<file path="src/rtl/hazard_scoreboard_pkg.sv">
`default_nettype none
// ============================================================================
// Module   : hazard_scoreboard_pkg
// Brief    : Shared constants for the pipeline hazard/forwarding scoreboard.
// Revision : 1.0
// ============================================================================
package hazard_scoreboard_pkg;

    localparam int c_FWD_SEL_RF = 0;
    localparam int c_SB_RDY_EX  = 1;
    localparam int c_SB_RDY_DM  = 2;
    localparam int c_SEL_BIT    = 3;
    localparam int c_RDY_BIT    = 2;

endpackage
`default_nettype wire

</file>
<file path="src/rtl/hazard_src_match.sv">
`default_nettype none
// ============================================================================
// Module   : hazard_src_match
// Brief    : Priority match of one source operand against in-flight writers.
// Revision : 1.0
// ============================================================================
module hazard_src_match
    import hazard_scoreboard_pkg::*;
#(
    parameter int DEPTH            = 3,
    parameter int REQ_BIT          = 5,
    parameter int RDY_BIT          = c_RDY_BIT,
    parameter int SEL_BIT          = c_SEL_BIT,
    parameter int RF_WRITE_THROUGH = 0
) (
    input  logic                            i_active,
    input  logic [REQ_BIT-1:0]              i_src,
    input  logic [DEPTH-1:0]                i_valid,
    input  logic [DEPTH-1:0]                i_wen,
    input  logic [DEPTH-1:0][REQ_BIT-1:0]   i_dst,
    input  logic [DEPTH-1:0][RDY_BIT-1:0]   i_rdy,
    output logic                            o_hazard,
    output logic [SEL_BIT-1:0]              o_sel
);

    logic w_hit;
    int   w_match_k;
    int   w_match_rdy;

    always_comb begin
        w_hit       = 1'b0;
        w_match_k   = 0;
        w_match_rdy = 0;
        // Scan oldest to youngest so the youngest writer overwrites the result.
        for (int k = DEPTH; k >= 1; k--) begin
            if (i_valid[k-1] && i_wen[k-1] && (i_dst[k-1] == i_src)) begin
                w_hit       = 1'b1;
                w_match_k   = k;
                w_match_rdy = int'(i_rdy[k-1]);
            end
        end

        o_hazard = 1'b0;
        o_sel    = SEL_BIT'(c_FWD_SEL_RF);
        if (i_active && w_hit) begin
            if (w_match_k < w_match_rdy) begin
                o_hazard = 1'b1;
            end else if (w_match_k == DEPTH) begin
                o_sel = (RF_WRITE_THROUGH != 0) ? SEL_BIT'(c_FWD_SEL_RF) : SEL_BIT'(DEPTH + 1);
            end else begin
                o_sel = SEL_BIT'(w_match_k + 1);
            end
        end
    end

endmodule
`default_nettype wire

</file>
<file path="src/rtl/hazard_scoreboard.sv">
`default_nettype none
// ============================================================================
// Module   : hazard_scoreboard
// Brief    : In-order pipeline hazard unit: bypass selects, load-use stall,
//            redirect kill and saturating stall/flush counters.
// Revision : 1.0
// ============================================================================
module hazard_scoreboard
    import hazard_scoreboard_pkg::*;
#(
    parameter int NUM_SRC          = 2,
    parameter int DEPTH            = 3,
    parameter int REQ_BIT          = 5,
    parameter int RDY_BIT          = c_RDY_BIT,
    parameter int SEL_BIT          = c_SEL_BIT,
    parameter int RF_WRITE_THROUGH = 0,
    parameter int CNT_BIT          = 32
) (
    input  logic                       clk,
    input  logic                       rst_n,
    input  logic                       en,
    input  logic                       id_valid,
    input  logic [NUM_SRC*REQ_BIT-1:0] id_src_req,
    input  logic [NUM_SRC-1:0]         id_src_used,
    input  logic [REQ_BIT-1:0]         id_dst_req,
    input  logic                       id_dst_wen,
    input  logic [RDY_BIT-1:0]         id_rdy_stage,
    input  logic                       redirect,
    output logic                       stall,
    output logic [NUM_SRC*SEL_BIT-1:0] fwd_sel,
    output logic [CNT_BIT-1:0]         stall_cnt,
    output logic [CNT_BIT-1:0]         flush_cnt
);

    // Index 0 holds stage 1 (EX), index DEPTH-1 holds the oldest stage.
    logic [DEPTH-1:0]               r_valid_q, r_valid_d;
    logic [DEPTH-1:0]               r_wen_q,   r_wen_d;
    logic [DEPTH-1:0][REQ_BIT-1:0]  r_dst_q,   r_dst_d;
    logic [DEPTH-1:0][RDY_BIT-1:0]  r_rdy_q,   r_rdy_d;
    logic [CNT_BIT-1:0]             r_stall_cnt_q, r_stall_cnt_d;
    logic [CNT_BIT-1:0]             r_flush_cnt_q, r_flush_cnt_d;
    logic [NUM_SRC-1:0]             w_hazard;

    generate
        for (genvar s = 0; s < NUM_SRC; s++) begin : g_src
            logic w_active;
            assign w_active = id_valid && id_src_used[s] &&
                              (id_src_req[s*REQ_BIT +: REQ_BIT] != '0);

            hazard_src_match #(
                .DEPTH            (DEPTH),
                .REQ_BIT          (REQ_BIT),
                .RDY_BIT          (RDY_BIT),
                .SEL_BIT          (SEL_BIT),
                .RF_WRITE_THROUGH (RF_WRITE_THROUGH)
            ) u_match (
                .i_active (w_active),
                .i_src    (id_src_req[s*REQ_BIT +: REQ_BIT]),
                .i_valid  (r_valid_q),
                .i_wen    (r_wen_q),
                .i_dst    (r_dst_q),
                .i_rdy    (r_rdy_q),
                .o_hazard (w_hazard[s]),
                .o_sel    (fwd_sel[s*SEL_BIT +: SEL_BIT])
            );
        end
    endgenerate

    // A taken redirect kills the ID instruction, so its hazards are moot.
    assign stall     = (|w_hazard) && !redirect;
    assign stall_cnt = r_stall_cnt_q;
    assign flush_cnt = r_flush_cnt_q;

    always_comb begin
        r_valid_d     = r_valid_q;
        r_wen_d       = r_wen_q;
        r_dst_d       = r_dst_q;
        r_rdy_d       = r_rdy_q;
        r_stall_cnt_d = r_stall_cnt_q;
        r_flush_cnt_d = r_flush_cnt_q;
        if (en) begin
            for (int k = DEPTH - 1; k >= 1; k--) begin
                r_valid_d[k] = r_valid_q[k-1];
                r_wen_d[k]   = r_wen_q[k-1];
                r_dst_d[k]   = r_dst_q[k-1];
                r_rdy_d[k]   = r_rdy_q[k-1];
            end
            if (id_valid && !stall && !redirect) begin
                r_valid_d[0] = 1'b1;
                r_wen_d[0]   = id_dst_wen && (id_dst_req != '0);
                r_dst_d[0]   = id_dst_req;
                r_rdy_d[0]   = id_rdy_stage;
            end else begin
                r_valid_d[0] = 1'b0;
                r_wen_d[0]   = 1'b0;
                r_dst_d[0]   = '0;
                r_rdy_d[0]   = '0;
            end
            if (stall && !(&r_stall_cnt_q)) begin
                r_stall_cnt_d = r_stall_cnt_q + CNT_BIT'(1);
            end
            if (redirect && !(&r_flush_cnt_q)) begin
                r_flush_cnt_d = r_flush_cnt_q + CNT_BIT'(1);
            end
        end
    end

    always_ff @(posedge clk or negedge rst_n) begin
        if (!rst_n) begin
            r_valid_q     <= '0;
            r_wen_q       <= '0;
            r_dst_q       <= '0;
            r_rdy_q       <= '0;
            r_stall_cnt_q <= '0;
            r_flush_cnt_q <= '0;
        end else begin
            r_valid_q     <= r_valid_d;
            r_wen_q       <= r_wen_d;
            r_dst_q       <= r_dst_d;
            r_rdy_q       <= r_rdy_d;
            r_stall_cnt_q <= r_stall_cnt_d;
            r_flush_cnt_q <= r_flush_cnt_d;
        end
    end

endmodule
`default_nettype wire

</file>
<file path="config.mk">
export PLATFORM = sky130hd
export DESIGN_NAME = hazard_scoreboard
export DESIGN_NICKNAME = d
export VERILOG_FILES = /design/src/rtl/hazard_scoreboard_pkg.sv /design/src/rtl/hazard_src_match.sv /design/src/rtl/hazard_scoreboard.sv
export SDC_FILE = /design/constraint.sdc
export NUM_CORES = 1
export LEC_CHECK = 0
export CORE_MARGIN = 1.5
export CORE_UTILIZATION = 54
export CTS_BUF_LIST = sky130_fd_sc_hd__clkbuf_8
export DETAILED_ROUTE_END_ITERATION = 8
export PLACE_DENSITY_LB_ADDON = 0.12
export SLEW_MARGIN = 20
export SYNTH_ARGS = -nofsm -noshare
export SYNTH_HDL_FRONTEND = slang
export SYNTH_HIERARCHICAL = 1
export SYNTH_SLANG_ARGS = --single-unit
</file>
<file path="constraint.sdc">
create_clock -name clk -period 3.34 [get_ports clk]
set_clock_uncertainty 0.1 [all_clocks]
set_input_delay 0.668 -clock clk [delete_from_list [all_inputs] [get_ports clk]]
set_output_delay 0.668 -clock clk [all_outputs]
set_load 0.01 [all_outputs]
</file>
; ---- After elaboration in Yosys (flattened, before gate mapping)
; Cells that the tools add are included.
[totals]
reg_bits = 91
[op_classes]
addsub = 4
magnitude_cmp = 2
eq_ne = 8
mux = 32
n_reduce_logical = 33
[op_table]
columns = cell, count
row1 = $add A32 B1 Y32 const B, 2
row2 = $reduce_and A32 Y1, 2
row3 = $eq A5 B5 Y1, 6
row4 = $mux W2, 13
row5 = $logic_and A1 B1 Y1, 21
row6 = $mux W3, 6
row7 = $reduce_bool A5 Y1, 3
row8 = $mux W1, 12
row9 = $add A2 B1 Y3 const B, 2
row10 = $mux W5, 1
row11 = $eq A2 B2 Y1 const B, 2
row12 = $logic_not A1 Y1, 4
row13 = $lt A2 B2 Y1, 2
row14 = $reduce_and A2 Y1, 2
row15 = $reduce_or A2 Y1, 1

; ---- Logic depth before layout (Yosys ltp)
; Gate-level depths: netlist of the first run.
[depth]
depth_word = 14
depth_mapped = 14

; ---- Modules after synthesis
; The synthesis of the first run kept the hierarchy.
[modules_own_cells]
columns = module, instances, cells_per_inst, area_each_um2, seq_area_each_um2
row1 = hazard_scoreboard, 1, 357, 4144.0, 2277.2
row2 = hazard_src_match, 2, 49, 349.1, 0.0

; ---- Worst setup path after synthesis of the first run
; No wires, ideal clock.
[synth_timing]
path_kind = input-to-reg
start = input id_src_req[5]
end = register r_stall_cnt_q[9] (netlist: stall_cnt[9])
setup_time_ns = 0.129
arrival_ns = 3.109
path_slack_ns = 0.002
path_stages = 13
path_cell_list = xor2_1 nor4_2 nand3_1 a31o_2 ha_1 nor2_1 o211ai_1 o21ai_1 nor2_1 or3_1 a31oi_2 nand4_1 xnor2_1
[synth_between]
elab_chain_cells = 12
[synth_lines]
columns = element, line_no
row1 = "start, declared", hazard_scoreboard.sv:23  ; input logic [NUM_SRC*REQ_BIT-1:0] id_src_req,
row2 = $eq A5 B5 Y1, hazard_src_match.sv:36  ; if (i_valid[k-1] && i_wen[k-1] && (i_dst[k-1] == i_src)) begin
row3 = $logic_and A1 B1 Y1, hazard_src_match.sv:36
row4 = $mux W2 (3 in a row), hazard_src_match.sv:36
row5 = $lt A2 B2 Y1, hazard_src_match.sv:46  ; if (w_match_k < w_match_rdy) begin
row6 = $mux W1, hazard_src_match.sv:46
row7 = $mux W1 *, hazard_src_match.sv:45  ; if (i_active && w_hit) begin
row8 = via w_hazard[1], hazard_scoreboard.sv:42  ; logic [NUM_SRC-1:0] w_hazard;
row9 = $reduce_or A2 Y1 *, hazard_scoreboard.sv:70  ; assign stall = (|w_hazard) && !redirect;
row10 = $logic_and A1 B1 Y1 *, hazard_scoreboard.sv:70
row11 = $logic_and A1 B1 Y1 *, hazard_scoreboard.sv:99  ; if (stall && !(&r_stall_cnt_q)) begin
row12 = $reduce_and A2 Y1 (no source line) *, n/a
row13 = "end signal, assigned", hazard_scoreboard.sv:121  ; r_stall_cnt_q <= r_stall_cnt_d;
row14 = "end, declared", hazard_scoreboard.sv:40  ; logic [CNT_BIT-1:0] r_stall_cnt_q, r_stall_cnt_d;
; Mark *: on every way through the listed nets, which the timed path passes. The rest lies on a longest branch.
; A chain may end at the register's enable or synchronous reset.

; ---- Worst setup path in the final report of the first run
[layout_timing]
start = input id_src_req[3]
end = output stall
[layout_between]
elab_chain_cells = 10
[layout_lines]
columns = element, line_no
row1 = $eq A5 B5 Y1, hazard_src_match.sv:36
row2 = $logic_and A1 B1 Y1, hazard_src_match.sv:36
row3 = $mux W2 (3 in a row), hazard_src_match.sv:36
row4 = $lt A2 B2 Y1, hazard_src_match.sv:46
row5 = $mux W1, hazard_src_match.sv:46
row6 = $mux W1 *, hazard_src_match.sv:45
row7 = via w_hazard[0], hazard_scoreboard.sv:42
row8 = $reduce_or A2 Y1 *, hazard_scoreboard.sv:70
row9 = $logic_and A1 B1 Y1 *, hazard_scoreboard.sv:70
row10 = "end, declared", hazard_scoreboard.sv:29  ; output logic stall,
; Marks and branches as above.

==> results.md, run 1 <==
- Most common cell after layout, fill and taps aside: sky130_fd_sc_hd__dfrtp_1
- Clock Sinks: 90
- Post-Route Hold Slack: between 200 and 250 ps
- Wire length of the first global-routing pass: 19600 um
- Setup-violating endpoint count in the final report: 21
- RR Endpoint: stall_cnt[9]$_DFFE_PN0P_
- Worst vdd ir: 0.277 mV
- Fin util: 77.4%
- Outcome: finished, violations left
- Multi-input logic area: around 2800 um^2
- Average cell area after synthesis: 10.6 um^2
- Number of antenna cells inserted: 0
- Max-cap violations: 0
- Wirelength per Cell: 17.3 um
- Residual antenna-violating net count after detailed routing: 0
- CP Max Fanout: 3
- Power per standard cell area: 369 nW/um^2
- Filler Cell Count: 590
- Routed WL: between 10000 and 15000 um
- Final non-filler cell total: 709
- Clock slew at the register clock pins of the worst setup and hold paths: approximately 90 ps
- Skew-Pair Late Insertion Delay: about 350 ps
- Port Buf Inserts: between 90 and 100
- Number of I/O pins: 96
- Clock tree from TritonCTS: done
- Clock buffers created by TritonCTS: 9
- H-Tree Depth: 3
- Startpoint type of the worst setup path: primary input
- Num rows: 34
- Capturing element type of the critical path: primary output
- Min Tclk post-route: 3510 ps
- Area of the core region: approximately 8700 um^2
- Number of violations reported at the end of detailed-routing iteration 0: 181
- Reg2Reg Launch Point: r_dst_q[3]$_DFFE_PN0P_
- Fraction of layout instances using a drive strength above 1: 28.0%
- Maximum number of pins on one net before global-route repair: 48
- Data arrival time of the worst path: about 2700 ps
- Number of iterations in the first detailed-routing pass: 4
- Leading cell types in the layout, fill and taps excluded: sky130_fd_sc_hd__dfrtp_1 (89), sky130_fd_sc_hd__clkdlybuf4s50_1 (77), sky130_fd_sc_hd__xnor2_1 (59)
- GP Congestion: 0.901
- Clock root cell: sky130_fd_sc_hd__clkbuf_8
- Setup repair after global routing missed its margin: yes
- Class of the tightest hold or removal check: primary input to async pin
- Horizontal die dimension: 97.3 um
- Remaining DRCs: 0
- Number of nets in the finished design: 629
- Worst slew margin: about three fifths
- Warning count from the yosys run: 6
- Die outline area: 9480 um^2
- Part of the cycle the worst path needs: 105%
- Total nets after synthesis: 484
- Count of final max-slew check failures: 0
- Static Leak: 2.94 nW
- Slew of the pin with the lowest slew margin: about 590 ps
- Routed vias: 4077
- Highest clock rate: 285 MHz
- Global router's overall resource usage: 25.3%
- DP HPWL: 8310 um
- Depth of the worst register-to-register path: 17
- Via count of the first global-routing pass: 4000
- Final number of hold-violating endpoints: 0
- Dpl ws: -890 ps
- Number of vias per cell: 5.75
- Total placed cells including tap cells: 685
- Sequential Area: 2250 um^2
- Quantity of hold-fixing buffers added after cts: 0
- Type of the worst setup path: primary input to primary output
- Setup slack after layout: -170 ps
- Reg2Reg Setup Slack: -90 ps
- Layout overhead on the synthesized area: 39.7%
- Total congestion overflow after global routing: 0
- Setup TNS Final: -1150 ps
- Initial Utilization: 55.4%
- CTS Buffer Depth: 2
- Number of cells produced by synthesis: 453
- Cell area after technology mapping: slightly below 5000 um^2
- Overall die height: roughly 97 um
- Number of antenna violations at the first check in global routing: 0
- Failing checks: setup timing
- Critical path data required time: 2570 ps
-- sequential cells by signal, indices dropped and copies added, names as in the netlist --
name       cells
r_dst_q       15
r_rdy_q        5
r_valid_q      3
stall_cnt     32
flush_cnt     32
r_wen_q        3
-- worst max path at each step --
stage,from,endpoint,slack [ps],depth (start not counted)
finish,id_src_req[3],stall,-170,14
global route,r_dst_q[3]$_DFFE_PN0P_,stall,-310,13
CTS,id_src_req[8],fwd_sel[4],-30,10
detailed placement,id_src_req[5],stall,-890,12
global placement,id_src_req[5],stall,-810,12
floorplan,id_src_req[5],stall_cnt[9]$_DFFE_PN0P_,2,13
-- critical path, cell delays in order --
cell and delay [ps]:
sky130_fd_sc_hd__buf_4 130, sky130_fd_sc_hd__xor2_1 160, sky130_fd_sc_hd__nor4_2 320, sky130_fd_sc_hd__nand3_1 150, sky130_fd_sc_hd__buf_4 160, sky130_fd_sc_hd__nor2_2 80, sky130_fd_sc_hd__a31o_2 130, sky130_fd_sc_hd__ha_4 200
sky130_fd_sc_hd__nor2_4 110, sky130_fd_sc_hd__o211ai_1 130, sky130_fd_sc_hd__o21ai_1 100, sky130_fd_sc_hd__nor2_1 80, sky130_fd_sc_hd__nor2_1 150, sky130_fd_sc_hd__buf_2 160
-- per-stage QoR --
step	total power, mW	area, um^2
global placement	1.55	6130
finish	2.48	6710
CTS	2.49	6450
global route	2.57	6710
floorplan	1.38	4810
detailed placement	1.56	6130
-- routing by layer --
metal / part of all wire (%) / global-route usage [%]
met5: 0 / 0
met4: 1.0 / 7.03
met3: 4.2 / 3.96
met2: 50 / 42.9
met1: 45 / 34.0
-- layout make-up --
class                   count  share of cell area, %
repair buffers            141                   18.4
well taps                 108                   2.01
clock inverters             5                   1.92
clock buffers               9                   1.84
multi-input cells         348                   41.8
flip-flops and latches     90                   33.6
inverters                   8                  0.447
-- where the power goes --
part | total, mW | leakage, nW | switching [mW] | internal, mW
Combinational | 0.325 | 1.59 | 0.140 | 0.185
Sequential | 1.22 | 1.22 | 0.0722 | 1.15
Clock | 0.935 | 0.125 | 0.369 | 0.566
-- timing repair --
item	CTS	global route
gates resized for setup	85	56
buffers inserted	5	5
endpoints found under the setup margin	47	38
pin swaps	18	38
endpoints found under the hold margin	0	0
cloned	0	0
(Power assumes the default switching activity.)
==> inputs of run 2 (changes only) <==
- MAX_ROUTING_LAYER: default -> met4
==> run 2 against run 1 <==
The flow still finishes with violations (setup timing). Total power is 0.11% lower. Combinational power about the same. Setup slack improved by 3.4 ps. Sequential power hardly changed. Maximum frequency barely moved. First-iteration DRC count rose by 0.55%. Cell area stayed put. Non-clock buffer count did not move. Sequential cell count is the same. Final cell count is the same. Register-to-register slack barely moved. Critical path type unchanged. Critical endpoint unchanged. Largest cell class unchanged. Largest power group unchanged.
==> results.md, run 2 (synthesized netlist as in run 1, its figures left out) <==
- Filler Cell Count: 590
- Port Buf Inserts: 95
- Total congestion overflow after global routing: 0
- Area of the core region: 8680 um^2
- Worst slew margin: 60.8%
- Number of I/O pins: 96
- Count of final max-slew check failures: 0
- Clock tree from TritonCTS: done
- Routed vias: between 4k and 5k
- Maximum number of pins on one net before global-route repair: 48
- Highest clock rate: ~290 MHz
- Clock slew at the register clock pins of the worst setup and hold paths: around 90 ps
- Internal power of the cells: 1.90 mW
- Net Sw Frac: a little under a quarter
- Summed area of non-filler cells in the final layout: ~6700 um^2
- Wirelength per Cell: 17.3 um
- CTS Buffer Depth: 2
- Remaining DRCs: 0
- Dpl ws: -890 ps
- Cell with the biggest individual delay on the critical path: sky130_fd_sc_hd__nor4_2
- GP Congestion: 0.916
- Leading cell types in the layout, fill and taps excluded: sky130_fd_sc_hd__dfrtp_1 (89), sky130_fd_sc_hd__clkdlybuf4s50_1 (77), sky130_fd_sc_hd__xnor2_1 (59)
- Failing checks: setup timing
- H-Tree Depth: 3
- Number of iterations in the first detailed-routing pass: 4
- Critical path data required time: ~2600 ps
- Die outline area: approximately 9500 um^2
- Clock root cell: sky130_fd_sc_hd__clkbuf_8
- Final non-filler cell total: 709
- Clock Sinks: 90
- Final Total Pwr: ~2.5 mW
- Setup repair after global routing missed its margin: yes
- Slew of the pin with the lowest slew margin: 588 ps
- Worst vdd ir: 0.277 mV
- Total net switching power: 0.578 mW
- Number of vias per cell: 5.76
- Final number of hold-violating endpoints: 0
- Min Tclk post-route: 3510 ps
- Fraction of layout instances using a drive strength above 1: about 28%
- Overall die height: 97.3 um
- Skew-Pair Late Insertion Delay: 350 ps
- Residual antenna-violating net count after detailed routing: 0
- Class of the tightest hold or removal check: primary input to async pin
- Wire length of the first global-routing pass: 19600 um
- Clock network fraction of total power: roughly 38%
- Number of violations reported at the end of detailed-routing iteration 0: 182
- Part of the total power dissipated in sequential elements: approximately 49%
- Initial Utilization: 55.4%
- Quantity of hold-fixing buffers added after cts: 0
- DP HPWL: 8310 um
- Startpoint type of the worst setup path: primary input
- Family of cells with the greatest summed delay on the critical path: simple AND/OR/NAND/NOR gates
- Number of nets in the finished design: 629
- Crit path cell chain: buf_4, xor2_1, nor4_2, nand3_1, buf_4, nor2_2, a31o_2, ha_4, nor2_4, o211ai_1, o21ai_1, nor2_1, nor2_1, buf_2
- Outcome: finished, violations left
- Static Leak: 2.94 nW
- Type of the worst setup path: primary input to primary output
- Total placed cells including tap cells: 685
- Slowest stage delay, CP: around 320 ps
- Setup-violating endpoint count in the final report: 21
- Part of the cycle the worst path needs: 105%
- Routed WL: 12200 um
- Fin util: 77.4%
- Setup TNS Final: -1110 ps
- Horizontal die dimension: 97.3 um
- Area post-placement: ~6100 um^2
- Critical path buffer and inverter count: 3
- Via count of the first global-routing pass: 3998
- Power per standard cell area: 369 nW/um^2
- Layout overhead on the synthesized area: 39.7%
- CP Max Fanout: 3
- Most common cell after layout, fill and taps aside: sky130_fd_sc_hd__dfrtp_1
- Max-cap violations: 0
- Post-Route Hold Slack: 207 ps
- Number of antenna cells inserted: 0
- Capturing element type of the critical path: primary output
- Gate power share: 13.1%
- Clock buffers created by TritonCTS: 9
- Global router's overall resource usage: 26.0%
- Setup slack after layout: -167 ps
- Num rows: 34
- Data arrival time of the worst path: 2740 ps
- Number of antenna violations at the first check in global routing: 0
[run 2: cell counts in the layout (fill, tap and decap cells not counted)]
Identical to the previous run, type by type.
[run 2: area by class of cell]
| type | count | area [um^2] | share of cell area (%) |
|---|---|---|---|
| multi-input combinational | 348 | 2810 | 41.8 |
| sequential | 90 | 2250 | 33.6 |
| timing repair buffer | 141 | 1230 | 18.4 |
| tap | 108 | 135 | 2.01 |
| clock inverter | 5 | 129 | 1.92 |
| clock buffer | 9 | 124 | 1.84 |
| inverter | 8 | 30.0 | 0.447 |
[run 2: metal layers]
layer  share of wire (%)  GRT usage, %  up-vias
li1                    -             -     1925
met1                  44          34.2     2021
met2                  50          42.8      121
met3                 4.4          3.74       15
met4                0.95          7.03        0
met5                   0             -        -
[run 2: what timing repair did]
action	CTS	global route
endpoints found under the setup margin	47	38
setup buffers	5	5
pin swaps	18	38
gates resized for setup	85	56
[run 2: worst paths after layout]
kind	cells past startpoint	slack [ps]	start	to
max in group asynchronous	2	2190	rst_n	flush_cnt[28]$_DFFE_PN0P_
hold reg to reg	1	400	flush_cnt[27]$_DFFE_PN0P_	flush_cnt[27]$_DFFE_PN0P_
hold / removal	1	210	rst_n	r_dst_q[14]$_DFFE_PN0P_
setup / recovery	14	-170	id_src_req[3]	stall
setup reg to reg	17	-90	r_dst_q[3]$_DFFE_PN0P_	stall_cnt[9]$_DFFE_PN0P_
min in group clk	1	400	flush_cnt[27]$_DFFE_PN0P_	flush_cnt[27]$_DFFE_PN0P_
[run 2: power by group through the flow]
stage	registers, mW	logic [mW]	clock network (mW)
2_1_floorplan	1.24	0.137	0
3_3_place_gp	1.24	0.311	0
3_5_place_dp	1.24	0.317	0
4_1_cts	1.22	0.319	0.948
5_1_grt	1.23	0.354	0.983
6_report	1.22	0.325	0.932
